===== src/rtl/bram_bus_arbiter_pkg.sv =====
// bram_bus_arbiter_pkg: owner-state encodings and counter sizing helper for the BRAM arbiter.
package bram_arb_pkg;
  typedef enum logic [1:0] {
    ARB_CPU   = 2'd0,
    ARB_DRAIN = 2'd1,
    ARB_DMA   = 2'd2
  } arb_state_t;
  function automatic int clog2(input int v);
    int r;
    r = 0;
    for (int i = 0; i < 31; i++) if ((1 << i) < v) r = i + 1;
    return r;
  endfunction
endpackage


===== src/rtl/bram_bus_arbiter_if.sv =====
// bram_bus_arbiter_if: CPU, DMA and BRAM bus signals; names are from the arbiter's point of view.
interface bram_bus_arbiter_if #(
  parameter int ADDR_W = 32,
  parameter int DATA_W = 32
);
  logic              i_Cpu_Req;
  logic              i_Cpu_We;
  logic [ADDR_W-1:0] i_Cpu_Addr;
  logic [DATA_W-1:0] i_Cpu_Wdata;
  logic              o_Cpu_Stall;
  logic              o_Cpu_Ready;
  logic [DATA_W-1:0] o_Cpu_Rdata;
  logic              i_Dma_Bus_Req;
  logic              o_Dma_Bus_Grant;
  logic              i_Dma_En;
  logic              i_Dma_We;
  logic [ADDR_W-1:0] i_Dma_Addr;
  logic [DATA_W-1:0] i_Dma_Wdata;
  logic [DATA_W-1:0] o_Dma_Rdata;
  logic              o_Bram_En;
  logic              o_Bram_We;
  logic [ADDR_W-1:0] o_Bram_Addr;
  logic [DATA_W-1:0] o_Bram_Wdata;
  logic [DATA_W-1:0] i_Bram_Rdata;
  modport slave (
    input  i_Cpu_Req, i_Cpu_We, i_Cpu_Addr, i_Cpu_Wdata,
    output o_Cpu_Stall, o_Cpu_Ready, o_Cpu_Rdata,
    input  i_Dma_Bus_Req, i_Dma_En, i_Dma_We, i_Dma_Addr, i_Dma_Wdata,
    output o_Dma_Bus_Grant, o_Dma_Rdata,
    output o_Bram_En, o_Bram_We, o_Bram_Addr, o_Bram_Wdata,
    input  i_Bram_Rdata
  );
  modport master (
    output i_Cpu_Req, i_Cpu_We, i_Cpu_Addr, i_Cpu_Wdata,
    input  o_Cpu_Stall, o_Cpu_Ready, o_Cpu_Rdata,
    output i_Dma_Bus_Req, i_Dma_En, i_Dma_We, i_Dma_Addr, i_Dma_Wdata,
    input  o_Dma_Bus_Grant, o_Dma_Rdata,
    input  o_Bram_En, o_Bram_We, o_Bram_Addr, o_Bram_Wdata,
    output i_Bram_Rdata
  );
endinterface


===== src/rtl/bram_bus_arbiter.sv =====
// bram_bus_arbiter: shares one single-port BRAM between the CPU (default owner) and the UART DMA.
module bram_bus_arbiter
  import bram_arb_pkg::*;
#(
  parameter int ADDR_W        = 32,
  parameter int DATA_W        = 32,
  parameter int MAX_DMA_BURST = 16,
  parameter int CPU_SLOTS     = 4
) (
  input  logic                i_Clock,
  input  logic                i_Reset,
  bram_bus_arbiter_if.slave   bus,
  output logic [1:0]          o_State
);
  localparam int BW = clog2(MAX_DMA_BURST > 2 ? MAX_DMA_BURST : 2);
  localparam int GW = clog2(CPU_SLOTS + 1 > 2 ? CPU_SLOTS + 1 : 2);
  localparam logic [BW-1:0] BURST_LAST = BW'(MAX_DMA_BURST == 0 ? 0 : MAX_DMA_BURST - 1);
  localparam logic [GW-1:0] GUARD_INIT = GW'(CPU_SLOTS);
  localparam logic          LIMITED    = MAX_DMA_BURST != 0;
  arb_state_t        r_state, w_next;
  logic              r_grant, w_grant_next;
  logic              r_ready;
  logic [BW-1:0]     r_burst, w_burst_next;
  logic [GW-1:0]     r_guard, w_guard_next;
  logic              w_guard_zero, w_stall, w_cpu_acc, w_dma_acc, w_at_limit, w_sel_dma;
  logic [ADDR_W-1:0] w_addr;
  logic [DATA_W-1:0] w_wdata;
  assign w_guard_zero = r_guard == '0;
  assign w_stall      = (r_state != ARB_CPU) | (bus.i_Dma_Bus_Req & w_guard_zero);
  assign w_cpu_acc    = (r_state == ARB_CPU) & bus.i_Cpu_Req & ~w_stall;
  assign w_dma_acc    = (r_state == ARB_DMA) & bus.i_Dma_En & r_grant;
  assign w_at_limit   = LIMITED & (r_burst == BURST_LAST);
  assign w_sel_dma    = r_state == ARB_DMA;
  always_comb begin
    w_next       = r_state;
    w_grant_next = r_grant;
    w_burst_next = r_burst;
    w_guard_next = r_guard;
    case (r_state)
      ARB_CPU: begin
        if (!w_guard_zero) w_guard_next = r_guard - GW'(1);
        else if (bus.i_Dma_Bus_Req) begin
          w_next       = ARB_DRAIN;
          w_burst_next = '0;
        end
      end
      ARB_DRAIN: begin
        w_next       = bus.i_Dma_Bus_Req ? ARB_DMA : ARB_CPU;
        w_grant_next = bus.i_Dma_Bus_Req;
      end
      ARB_DMA: begin
        if (!bus.i_Dma_Bus_Req) begin
          w_next       = ARB_CPU;
          w_grant_next = 1'b0;
        end else if (w_dma_acc & w_at_limit & bus.i_Cpu_Req) begin
          w_next       = ARB_CPU;
          w_grant_next = 1'b0;
          w_guard_next = GUARD_INIT;
        end else if (w_dma_acc & ~w_at_limit) w_burst_next = r_burst + BW'(1);
      end
      default: begin
        w_next       = ARB_CPU;
        w_grant_next = 1'b0;
      end
    endcase
  end
  always_ff @(posedge i_Clock or negedge i_Reset) begin
    if (!i_Reset) begin
      r_state <= ARB_CPU;
      r_grant <= 1'b0;
      r_ready <= 1'b0;
      r_burst <= '0;
      r_guard <= '0;
    end else begin
      r_state <= w_next;
      r_grant <= w_grant_next;
      r_ready <= w_cpu_acc;
      r_burst <= w_burst_next;
      r_guard <= w_guard_next;
    end
  end
  // Enable is gated by reset so the BRAM sees no strobe while reset is held.
  assign w_addr           = w_sel_dma ? bus.i_Dma_Addr : bus.i_Cpu_Addr;
  assign w_wdata          = w_sel_dma ? bus.i_Dma_Wdata : bus.i_Cpu_Wdata;
  assign bus.o_Bram_En    = i_Reset & (w_cpu_acc | w_dma_acc);
  assign bus.o_Bram_We    = bus.o_Bram_En & (w_sel_dma ? bus.i_Dma_We : bus.i_Cpu_We);
  assign bus.o_Bram_Addr  = w_addr;
  assign bus.o_Bram_Wdata = w_wdata;
  assign bus.o_Cpu_Stall  = w_stall;
  assign bus.o_Cpu_Ready  = r_ready;
  assign bus.o_Cpu_Rdata  = bus.i_Bram_Rdata;
  assign bus.o_Dma_Rdata  = bus.i_Bram_Rdata;
  assign bus.o_Dma_Bus_Grant = r_grant;
  assign o_State          = r_state;
endmodule


===== src/flat_wrapper.sv =====
// flat-port wrapper written by rule: the top's interface ports become plain ports
module bram_bus_arbiter_flat import bram_arb_pkg::*;
#(
  parameter int ADDR_W        = 32,
  parameter int DATA_W        = 32,
  parameter int MAX_DMA_BURST = 16,
  parameter int CPU_SLOTS     = 4
)
  (i_Clock, i_Reset, o_State, bus_i_Cpu_Req, bus_i_Cpu_We, bus_i_Cpu_Addr, bus_i_Cpu_Wdata, bus_o_Cpu_Stall, bus_o_Cpu_Ready, bus_o_Cpu_Rdata, bus_i_Dma_Bus_Req, bus_i_Dma_En, bus_i_Dma_We, bus_i_Dma_Addr, bus_i_Dma_Wdata, bus_o_Dma_Bus_Grant, bus_o_Dma_Rdata, bus_o_Bram_En, bus_o_Bram_We, bus_o_Bram_Addr, bus_o_Bram_Wdata, bus_i_Bram_Rdata);
  bram_bus_arbiter_if #(.ADDR_W(ADDR_W), .DATA_W(DATA_W)) bus_i ();
  input  logic i_Clock;
  input  logic i_Reset;
  output logic [1:0] o_State;
  input wire logic [$bits(bus_i.i_Cpu_Req)-1:0] bus_i_Cpu_Req;
  input wire logic [$bits(bus_i.i_Cpu_We)-1:0] bus_i_Cpu_We;
  input wire logic [$bits(bus_i.i_Cpu_Addr)-1:0] bus_i_Cpu_Addr;
  input wire logic [$bits(bus_i.i_Cpu_Wdata)-1:0] bus_i_Cpu_Wdata;
  output wire logic [$bits(bus_i.o_Cpu_Stall)-1:0] bus_o_Cpu_Stall;
  output wire logic [$bits(bus_i.o_Cpu_Ready)-1:0] bus_o_Cpu_Ready;
  output wire logic [$bits(bus_i.o_Cpu_Rdata)-1:0] bus_o_Cpu_Rdata;
  input wire logic [$bits(bus_i.i_Dma_Bus_Req)-1:0] bus_i_Dma_Bus_Req;
  input wire logic [$bits(bus_i.i_Dma_En)-1:0] bus_i_Dma_En;
  input wire logic [$bits(bus_i.i_Dma_We)-1:0] bus_i_Dma_We;
  input wire logic [$bits(bus_i.i_Dma_Addr)-1:0] bus_i_Dma_Addr;
  input wire logic [$bits(bus_i.i_Dma_Wdata)-1:0] bus_i_Dma_Wdata;
  output wire logic [$bits(bus_i.o_Dma_Bus_Grant)-1:0] bus_o_Dma_Bus_Grant;
  output wire logic [$bits(bus_i.o_Dma_Rdata)-1:0] bus_o_Dma_Rdata;
  output wire logic [$bits(bus_i.o_Bram_En)-1:0] bus_o_Bram_En;
  output wire logic [$bits(bus_i.o_Bram_We)-1:0] bus_o_Bram_We;
  output wire logic [$bits(bus_i.o_Bram_Addr)-1:0] bus_o_Bram_Addr;
  output wire logic [$bits(bus_i.o_Bram_Wdata)-1:0] bus_o_Bram_Wdata;
  input wire logic [$bits(bus_i.i_Bram_Rdata)-1:0] bus_i_Bram_Rdata;
  assign bus_i.i_Cpu_Req = bus_i_Cpu_Req;
  assign bus_i.i_Cpu_We = bus_i_Cpu_We;
  assign bus_i.i_Cpu_Addr = bus_i_Cpu_Addr;
  assign bus_i.i_Cpu_Wdata = bus_i_Cpu_Wdata;
  assign bus_o_Cpu_Stall = bus_i.o_Cpu_Stall;
  assign bus_o_Cpu_Ready = bus_i.o_Cpu_Ready;
  assign bus_o_Cpu_Rdata = bus_i.o_Cpu_Rdata;
  assign bus_i.i_Dma_Bus_Req = bus_i_Dma_Bus_Req;
  assign bus_i.i_Dma_En = bus_i_Dma_En;
  assign bus_i.i_Dma_We = bus_i_Dma_We;
  assign bus_i.i_Dma_Addr = bus_i_Dma_Addr;
  assign bus_i.i_Dma_Wdata = bus_i_Dma_Wdata;
  assign bus_o_Dma_Bus_Grant = bus_i.o_Dma_Bus_Grant;
  assign bus_o_Dma_Rdata = bus_i.o_Dma_Rdata;
  assign bus_o_Bram_En = bus_i.o_Bram_En;
  assign bus_o_Bram_We = bus_i.o_Bram_We;
  assign bus_o_Bram_Addr = bus_i.o_Bram_Addr;
  assign bus_o_Bram_Wdata = bus_i.o_Bram_Wdata;
  assign bus_i.i_Bram_Rdata = bus_i_Bram_Rdata;
  bram_bus_arbiter #(.ADDR_W(ADDR_W), .DATA_W(DATA_W), .MAX_DMA_BURST(MAX_DMA_BURST), .CPU_SLOTS(CPU_SLOTS)) u_core (.i_Clock(i_Clock), .i_Reset(i_Reset), .bus(bus_i), .o_State(o_State));
endmodule

===== config.mk =====
export PLATFORM = sky130hd
export DESIGN_NAME = bram_bus_arbiter_flat
export DESIGN_NICKNAME = d
export VERILOG_FILES = /design/src/rtl/bram_bus_arbiter_pkg.sv /design/src/rtl/bram_bus_arbiter_if.sv /design/src/rtl/bram_bus_arbiter.sv /design/src/flat_wrapper.sv
export SDC_FILE = /design/constraint.sdc
export NUM_CORES = 1
export LEC_CHECK = 0
export BUFFER_PORTS_ARGS = -buffer_cell sky130_fd_sc_hd__buf_2
export CAP_MARGIN = 25
export CORE_AREA = 2 2 117 119
export CTS_BUF_LIST = sky130_fd_sc_hd__clkbuf_8 sky130_fd_sc_hd__clkbuf_16
export CTS_CLUSTER_DIAMETER = 200
export DETAILED_ROUTE_END_ITERATION = 10
export DIE_AREA = 0 0 119 121
export GPL_ROUTABILITY_DRIVEN = 0
export MAX_ROUTING_LAYER = met4
export PLACE_DENSITY = 0.49
export SLEW_MARGIN = 10
export SYNTH_ARGS = -nofsm -noshare
export SYNTH_HDL_FRONTEND = slang
export SYNTH_SLANG_ARGS = --single-unit

===== constraint.sdc =====
create_clock -name i_Clock -period 3.4 [get_ports i_Clock]
set_input_delay 0.68 -clock i_Clock [delete_from_list [all_inputs] [get_ports i_Clock]]
set_output_delay 0.68 -clock i_Clock [all_outputs]
set_load 0.05 [all_outputs]

==> results.txt, run 1 <==
CTS max path bufs -> 2
number of remaining DRC errors -> 0
largest net degree at the start of global routing -> 39
CP max stage cell -> dfrtp_1
Synth top area share -> 38.8%
Vias/cell -> 3.75
Post-Place Cell Area -> 2660 µm²
register area share after synthesis -> 14.4%
ys async rst share -> 100%
# IOs -> 302
Cell Count, Final, Fillers Out -> 649
worst path arrival time -> 2150 ps
Seq pwr share -> 12.0%
area of the mapped netlist -> 1910 µm²
worst slack, placed -> 768 ps
vias in the first global route -> 2161
TritonRoute pass-1 iters -> 4
CTS tree -> built
Pleak -> 1.74 nW
Routed Antenna Nets -> 0
status -> complete, no violations
Die Area -> 14400 µm²
Slew Limit Headroom -> 66.6%
WP buf/inv -> 2
Synth Net Count -> 509
startpoint types -> flip-flop
starting density of the core -> 14.6%
max cap viols -> 0
NetSw -> 1.15 mW
Clk pwr share -> 11.4%
Resize count post-CTS -> 0
worst hold-check path type -> input pin to async pin
fin area -> 2740 µm²
Largest delay share family, worst path -> simple AND/OR/NAND/NOR gates
width of the die -> 119 µm
via count -> 2433
HPWL after DPL -> 7740 µm
antenna cells -> 0
post-synthesis cell count -> 339
clk_lat worst skew -> 240 ps
CTS Hold Bufs -> 0
Gate power share -> 76.6%
R2R depth -> 4
Seq cells post-synth -> 11
switch share -> 62.0%
CP startpoint -> u_core.o_State[0]
Worst Setup Slack, final -> 570 ps
reg2reg end -> u_core.r_guard[1]
Pwr Density -> 678 nW/µm²
cell mode on critical path -> nand2_1
most frequent cells in the layout -> buf_2, nand2_1, dfrtp_1
layout cell share with drive strength beyond 1 -> 46.1%
syn avg cell area -> 5.62 µm²
synth top area cells -> nand2_1, buf_4, dfrtp_1, buf_2, ha_1
Inserted Clock Buffers -> 3
Synth Warn # -> 0
post-synth top area cell -> nand2_1
I/O Buffers -> 205
Die Span Y -> 121 µm
Final Critical Period -> 2830 ps
max frequency -> 0.353 GHz
Int Pwr -> 0.706 mW
worst r2r src -> u_core.o_State[0]
VDD IR max -> 0.000274 V
Tcrit/Tclk final -> 83.2%
Cells after DPL -> 645
NumNets Final -> 644
Global Route Usage Sum -> 11.3%
Cell Chain, Critical Path -> nand2b_2, buf_4, nand2_1, nand2_1, buf_2
most common cell after layout, fill and taps aside -> buf_2
final hold vios -> 0
Clock Skews -> 1.03 ps
WL/cell -> 13.7 µm
clock root cell -> clkbuf_16
WP data required -> 2720 ps
initial antenna violation count -> 0
core area -> 13100 µm²
CP max FO -> 24
wirelength, routed -> 8920 µm
final setup fails -> 0
first-pass GRT wire length -> 12500 µm
total grt overflow -> 0
setup TNS -> 0 ps
CP Class -> flip-flop to output pin
r2r setup slk -> 1470 ps
slowest stage delay, CP -> 570 ps
number of cell rows -> 42
CTS Sinks -> 11
ys flop type -> dfrtp_1
Area growth, synth to finish -> 43.6%
initial DRC count -> 78
RSZ-0062 raised after global routing -> false
Yosys cell types -> 30
Setup Buffers After CTS -> 0
Slew @ Worst Pin -> 501 ps
H-tree depth -> 1
CP Capture Type -> output pin
Pins Over Slew Limit -> 0
CTS clk-pin slew, worst paths -> 40 ps
Post-synth EDFFs -> 0
logic make-up (layout without fill, tap and decap cells):
| group | count (synthesis) | in the layout | share of synthesized area (%) |
|---|---|---|---|
| AOI/OAI and AO/OA | 17 | 17 | 6.23 |
| adders and majority gates | 3 | 3 | 1.97 |
| buffers and inverters | 84 | 218 | 29.8 |
| DFF | 11 | 11 | 14.4 |
| muxes | 2 | 2 | 1.12 |
| and+or+nand+nor | 222 | 222 | 46.5 |
registers in the layout, summed over array words and instances (netlist names):
name                        flops
u_core.bus.o_Cpu_Ready          1
u_core.o_State                  2
u_core.bus.o_Dma_Bus_Grant      1
u_core.r_burst                  4
u_core.r_guard                  3
worst register-to-register path, stage by stage, from the launching register on:
cell      delay, ps
dfrtp_1         570
nand2b_2        520
a31oi_1         130
or3b_4          420
a21o_1          190
power by group through the flow:
stage | clock network [mW] | registers, mW | logic (mW)
global route | 0.222 | 0.231 | 1.52
finish | 0.211 | 0.223 | 1.42
detailed placement | 0 | 0.225 | 1.44
floorplan | 0 | 0.257 | 1.23
CTS | 0.217 | 0.224 | 1.44
global placement | 0 | 0.226 | 1.44
worst max path at each step:
stage	end	slack, ps	depth (start not counted)
after floorplan	bus_o_Bram_We	830	5
after global placement	bus_o_Bram_Addr[0]	780	5
after detailed placement	bus_o_Bram_Addr[0]	770	5
after CTS	bus_o_Bram_Addr[0]	510	5
after global routing	bus_o_Bram_Wdata[23]	370	5
final	bus_o_Bram_Addr[0]	570	5
cell usage after synthesis, types with 2 or more instances:
library cell,number
nand2_1,197
buf_4,64
dfrtp_1,11
buf_2,10
clkbuf_1,6
nor2_1,6
nor2b_1,5
and3_1,4
inv_1,4
a21o_1,3
ha_1,3
o21a_1,3
o21ai_0,3
a21oi_1,2
nand3_1,2
nor4_1,2
final cells by class:
cell class | instances | area (µm²)
clock buffers | 3 | 75.1
clock inverters | 1 | 3.75
fillers | 1486 | 10300
inverters | 4 | 15.0
multi-input cells | 244 | 1070
flip-flops and latches | 11 | 275
well taps | 176 | 220
repair buffers | 210 | 1080
metrics by stage:
step | hold slack, ps | total power, mW | utilization [%]
2_1_floorplan | 384 | 1.48 | -
3_3_place_gp | 464 | 1.66 | 20.3
3_5_place_dp | 466 | 1.66 | 20.3
4_1_cts | 325 | 1.88 | 20.9
5_1_grt | 344 | 1.97 | 20.9
6_report | 324 | 1.86 | 20.9
metal layers:
| layer | GRT usage (%) | vias up | share of wire, % |
|---|---|---|---|
| li1 | - | 1249 | - |
| met1 | 12.8 | 1027 | 39 |
| met2 | 19.5 | 157 | 49 |
| met3 | 4.89 | 0 | 12 |
| met4 | 0.670 | 0 | 0 |
| met5 | - | - | 0 |
Power figures use the tool's default switching activity.
==> run 2, diff against run 1 <==
Settings changed: CORE_AREA 2 2 117 119 to 2 2 119 121, DIE_AREA 0 0 119 121 to 0 0 121 123.
Clock period 3.4 ns to 2.47 ns, I/O delays scaled along.
==> results.txt, run 2 (synthesis results as in run 1) <==
status -> complete, no violations
Pwr Density -> 928 nW/µm² (+37%)
NumNets Final -> 645 (+0.16%)
HPWL after DPL -> 6270 µm (-19%)
worst r2r src -> u_core.o_State[0]
CP Capture Type -> output pin
CP max stage cell -> dfrtp_1
number of remaining DRC errors -> 0 (unchanged)
WL/cell -> 11.5 µm (-16%)
Slew @ Worst Pin -> 393 ps (-108 ps)
VDD IR max -> 0.000249 V (-9.3%)
Setup Buffers After CTS -> 0 (unchanged)
Final Power -> 2.58 mW (+39%)
total grt overflow -> 0 (unchanged)
worst hold-check path type -> input pin to async pin
Largest delay share family, worst path -> simple AND/OR/NAND/NOR gates
Pleak -> 1.76 nW (+1.0%)
worst slack, placed -> 390 ps (-378 ps)
CTS tree -> built
setup TNS -> 0 ps (unchanged)
Clk pwr share -> 11.9% (+0.5 points)
TritonRoute pass-1 iters -> 4 (unchanged)
layout cell share with drive strength beyond 1 -> 46.2% (+0.11 points)
Vias/cell -> 3.62 (-3.5%)
clock root cell -> clkbuf_16
Pins Over Slew Limit -> 0 (unchanged)
CTS Sinks -> 11 (unchanged)
initial antenna violation count -> 0 (unchanged)
Die Area -> 14900 µm² (+3.4%)
largest net degree at the start of global routing -> 36 (-7.7%)
Biggest register -> u_core.r_burst
WP data required -> 1980 ps (-740 ps)
NetSw -> 1.58 mW (+38%)
CTS clk-pin slew, worst paths -> 40 ps (about the same)
Die Span Y -> 123 µm (+1.7%)
Gate power share -> 76.5% (about the same)
width of the die -> 121 µm (+1.7%)
Slew Limit Headroom -> 73.8% (+7.2 points)
Layout Utilization -> 20.4% (-0.53 points)
Tcrit/Tclk final -> 94.2%
first-pass GRT wire length -> 9920 µm (-20%)
CTS Hold Bufs -> 0 (unchanged)
switch share -> 61.4% (-0.54 points)
wirelength, routed -> 7530 µm (-16%)
CP max FO -> 35 (+46%)
Area growth, synth to finish -> 45.6%
Routed Antenna Nets -> 0 (unchanged)
RSZ-0062 raised after global routing -> false
Resize count post-CTS -> 0 (unchanged)
via count -> 2366 (-2.8%)
Inserted Clock Buffers -> 3 (unchanged)
Seq pwr share -> 11.6% (-0.4 points)
initial DRC count -> 45 (-42%)
most frequent cells in the layout -> buf_2, nand2_1, dfrtp_1
Cell Chain, Critical Path -> nand2b_2, buf_12, nor2_1, a22oi_1, nor2b_1, buf_2
Clock Skews -> 0.864 ps (-0.165 ps)
CTS max path bufs -> 2 (unchanged)
worst path arrival time -> 1830 ps (-320 ps)
most common cell after layout, fill and taps aside -> buf_2
Final Critical Period -> 2330 ps
Worst Setup Slack, final -> 143 ps (-426 ps)
WP buf/inv -> 2 (unchanged)
# IOs -> 302 (unchanged)
Int Pwr -> 0.994 mW (+41%)
CP startpoint -> u_core.o_State[0]
vias in the first global route -> 1962 (-9.2%)
antenna cells -> 0 (unchanged)
final setup fails -> 0 (unchanged)
startpoint types -> flip-flop
I/O Buffers -> 205 (unchanged)
Cells after DPL -> 650 (+0.78%)
max frequency -> 0.430 GHz
final hold vios -> 0 (unchanged)
slowest stage delay, CP -> 510 ps (-60 ps)
max cap viols -> 0 (unchanged)
Cell Count, Final, Fillers Out -> 654 (+0.77%)
Global Route Usage Sum -> 8.77% (-2.5 points)
CP Class -> flip-flop to output pin
max reg flops -> 4 (unchanged)
clk_lat worst skew -> 250 ps (about the same)
core area -> 13600 µm² (+4.0%)
starting density of the core -> 14.0% (-0.56 points)
number of cell rows -> 43 (+2.4%)
H-tree depth -> 1 (unchanged)
run 2: cell count changes in the layout (fill, tap and decap cells not counted), sizes merged:
cell	change
buf	+1
run 2: layout make-up:
cell class                 count  area (µm²)
inverter                       4        15.0
fill                        1542       10800
timing repair buffer         211        1110
tap                          180         225
clock buffer                   3        75.1
multi-input combinational    244        1070
clock inverter                 1        3.75
sequential                    11         275
run 2: worst register-to-register path, cell delays in order, from the launching register on:
cell and delay [ps]:
dfrtp_1 570, nand2b_2 260, buf_12 190, a31oi_1 80, or3b_4 410, a21o_1 190
run 2: path summary, 6_finish.rpt:
check | slack (ps) | depth (start not counted) | to
worst min register to register | 470 | 1 | u_core.r_guard[1]
min in group i_Clock | 470 | 1 | u_core.r_guard[1]
worst max register to register | 660 | 5 | u_core.r_guard[1]
max in group asynchronous | 2070 | 2 | u_core.bus.o_Cpu_Ready
worst min-delay path | 250 | 2 | u_core.r_burst[1]
worst max-delay path | 140 | 6 | bus_o_Bram_We
run 2: layer usage:
metal / GRT usage, % / up-vias / share of wire, %
met3: 3.83 / 7 / 14
met2: 15.6 / 155 / 51
met5: - / - / 0
li1: - / 1250 / -
met1: 8.73 / 954 / 35
met4: 2.54 / 0 / 1.0
run 2: through the flow:
step	area, µm²	hold slack [ps]
after CTS	2780	257
after global routing	2780	266
after global placement	2700	460
after floorplan	1910	198
final	2780	253
after detailed placement	2700	470
run 2: power groups by stage:
stage / Combinational (mW) / Clock, mW / Sequential, mW
finish: 1.97 / 0.306 / 0.300
global route: 2.11 / 0.319 / 0.313
CTS: 1.99 / 0.316 / 0.300
detailed placement: 1.98 / 0 / 0.303
global placement: 1.99 / 0 / 0.305
floorplan: 1.69 / 0 / 0.354
==> run 3, diff against run 2 <==
Settings changed: CORE_AREA 2 2 119 121 to 2 2 117 119, DIE_AREA 0 0 121 123 to 0 0 119 121.
Clock period 2.47 ns to 2.77 ns, I/O delays scaled along.
==> results.txt, run 3 (synthesis results as in run 1) <==
CTS Sinks -> 11 (unchanged)
vias in the first global route -> 2175 (+11%)
antenna cells -> 0 (unchanged)
most common cell after layout, fill and taps aside -> buf_2
via count -> 2456 (+3.8%)
core area -> 13100 µm² (-3.9%)
worst path arrival time -> 1920 ps (+90 ps)
CP Class -> flip-flop to output pin
M2 GR Usage -> 18.2% (+2.6 points)
final hold vios -> 0 (unchanged)
setup TNS -> 0 ps (unchanged)
TritonRoute pass-1 iters -> 4 (unchanged)
first-pass GRT wire length -> 12000 µm (+21%)
RSZ-0062 raised after global routing -> false
CTS clk-pin slew, worst paths -> 40 ps (about the same)
Pleak -> 1.74 nW (-0.88%)
M3 GR Usage -> 4.75% (+0.92 points)
worst hold-check path type -> input pin to async pin
Final Critical Period -> 2480 ps
startpoint types -> flip-flop
initial antenna violation count -> 0 (unchanged)
HPWL after DPL -> 7380 µm (+18%)
VDD IR max -> 0.000360 V (+45%)
starting density of the core -> 14.6% (+0.56 points)
Area growth, synth to finish -> 43.7%
fin area -> 2740 µm² (-1.3%)
Clock Skews -> 3.18 ps (+2.31 ps)
WP data required -> 2220 ps (+240 ps)
WHS -> 188 ps (-65.1 ps)
number of remaining DRC errors -> 0 (unchanged)
Post-Place Cell Area -> 2660 µm² (-1.4%)
Tcrit/Tclk final -> 89.4%
WL/cell -> 13.4 µm (+17%)
Layout Utilization -> 20.9% (+0.54 points)
total grt overflow -> 0 (unchanged)
Global Route Usage Sum -> 11.1% (+2.3 points)
met1 GRT Util -> 12.3% (+3.6 points)
NumNets Final -> 644 (-0.16%)
Routed Antenna Nets -> 0 (unchanged)
initial DRC count -> 70 (+56%)
clock root cell -> clkbuf_16
Biggest register -> u_core.r_burst
R2R depth -> 5 (unchanged)
Pwr Density -> 836 nW/µm² (-9.9%)
max reg flops -> 4 (unchanged)
final setup fails -> 0 (unchanged)
number of cell rows -> 42 (-2.3%)
Die Span Y -> 121 µm (-1.6%)
Setup Buffers After CTS -> 0 (unchanged)
Final Power -> 2.29 mW (-11%)
width of the die -> 119 µm (-1.7%)
CTS max path bufs -> 2 (unchanged)
Vias/cell -> 3.78 (+4.6%)
largest net degree at the start of global routing -> 44 (+22%)
layout cell share with drive strength beyond 1 -> 46.3% (+0.098 points)
CTS Hold Bufs -> 0 (unchanged)
H-tree depth -> 1 (unchanged)
CP max FO -> 43 (+23%)
Die Area -> 14400 µm² (-3.3%)
clk_lat worst skew -> 240 ps (about the same)
Inserted Clock Buffers -> 3 (unchanged)
Pins Over Slew Limit -> 0 (unchanged)
I/O Buffers -> 205 (unchanged)
max frequency -> 0.404 GHz
wirelength, routed -> 8730 µm (+16%)
# IOs -> 302 (unchanged)
status -> complete, no violations
Resize count post-CTS -> 0 (unchanged)
CP Capture Type -> output pin
most frequent cells in the layout -> buf_2, nand2_1, dfrtp_1
CTS tree -> built
Slew Limit Headroom -> 72.4% (-1.4 points)
Slew @ Worst Pin -> 414 ps (+21.1 ps)
max cap viols -> 0 (unchanged)
GR peak layer -> met2
==> run 3: changes by cell type in the layout (fill, tap and decap cells not counted) <==
cell      change
buf_12        -2
buf_4         +1
clkinv_2      +1
inv_1         -1
==> run 3: area by class of cell <==
type	instances	area, µm²
Inverter	4	15.0
Tap cell	176	220
Fill cell	1503	10300
Clock buffer	3	75.1
Multi-Input combinational cell	244	1070
Timing Repair Buffer	210	1080
Clock inverter	1	5.00
Sequential cell	11	275
==> run 3: report_power, final <==
group	total [mW]	internal [mW]	switching [mW]
registers	0.269	0.214	0.0552
logic	1.75	0.464	1.29
clock network	0.270	0.192	0.0787
total	2.29	0.869	1.42
==> run 3: worst paths after layout <==
check	from	endpoint	slack, ps
min reg2reg	u_core.r_guard[1]	u_core.r_guard[1]	480
max in group asynchronous	i_Reset	u_core.r_burst[2]	2360
min in group i_Clock	u_core.r_guard[1]	u_core.r_guard[1]	480
max reg2reg	u_core.o_State[0]	u_core.r_guard[1]	950
max	u_core.o_State[0]	bus_o_Bram_We	290
min	i_Reset	u_core.o_State[1]	190
==> run 3: stage by stage <==
| step | setup slack, ps | std cells |
|---|---|---|
| 2_1_floorplan | 325 | 339 |
| 3_3_place_gp | 509 | 645 |
| 3_5_place_dp | 489 | 645 |
| 4_1_cts | 226 | 649 |
| 5_1_grt | 180 | 649 |
| 6_report | 293 | 649 |
==> run 3: layer usage <==
layer,part of all wire [%],wire length [µm]
met5,0,0
met4,2.1,182
met3,12,1060
met2,47,4110
met1,39,3370
==> run 3: critical path, stage by stage, from the launching register on <==
cell and delay, ps:
dfrtp_1 520, nand2b_2 280, buf_12 170, nor2_1 190, a22oi_1 90, nor2b_1 140, buf_2 280
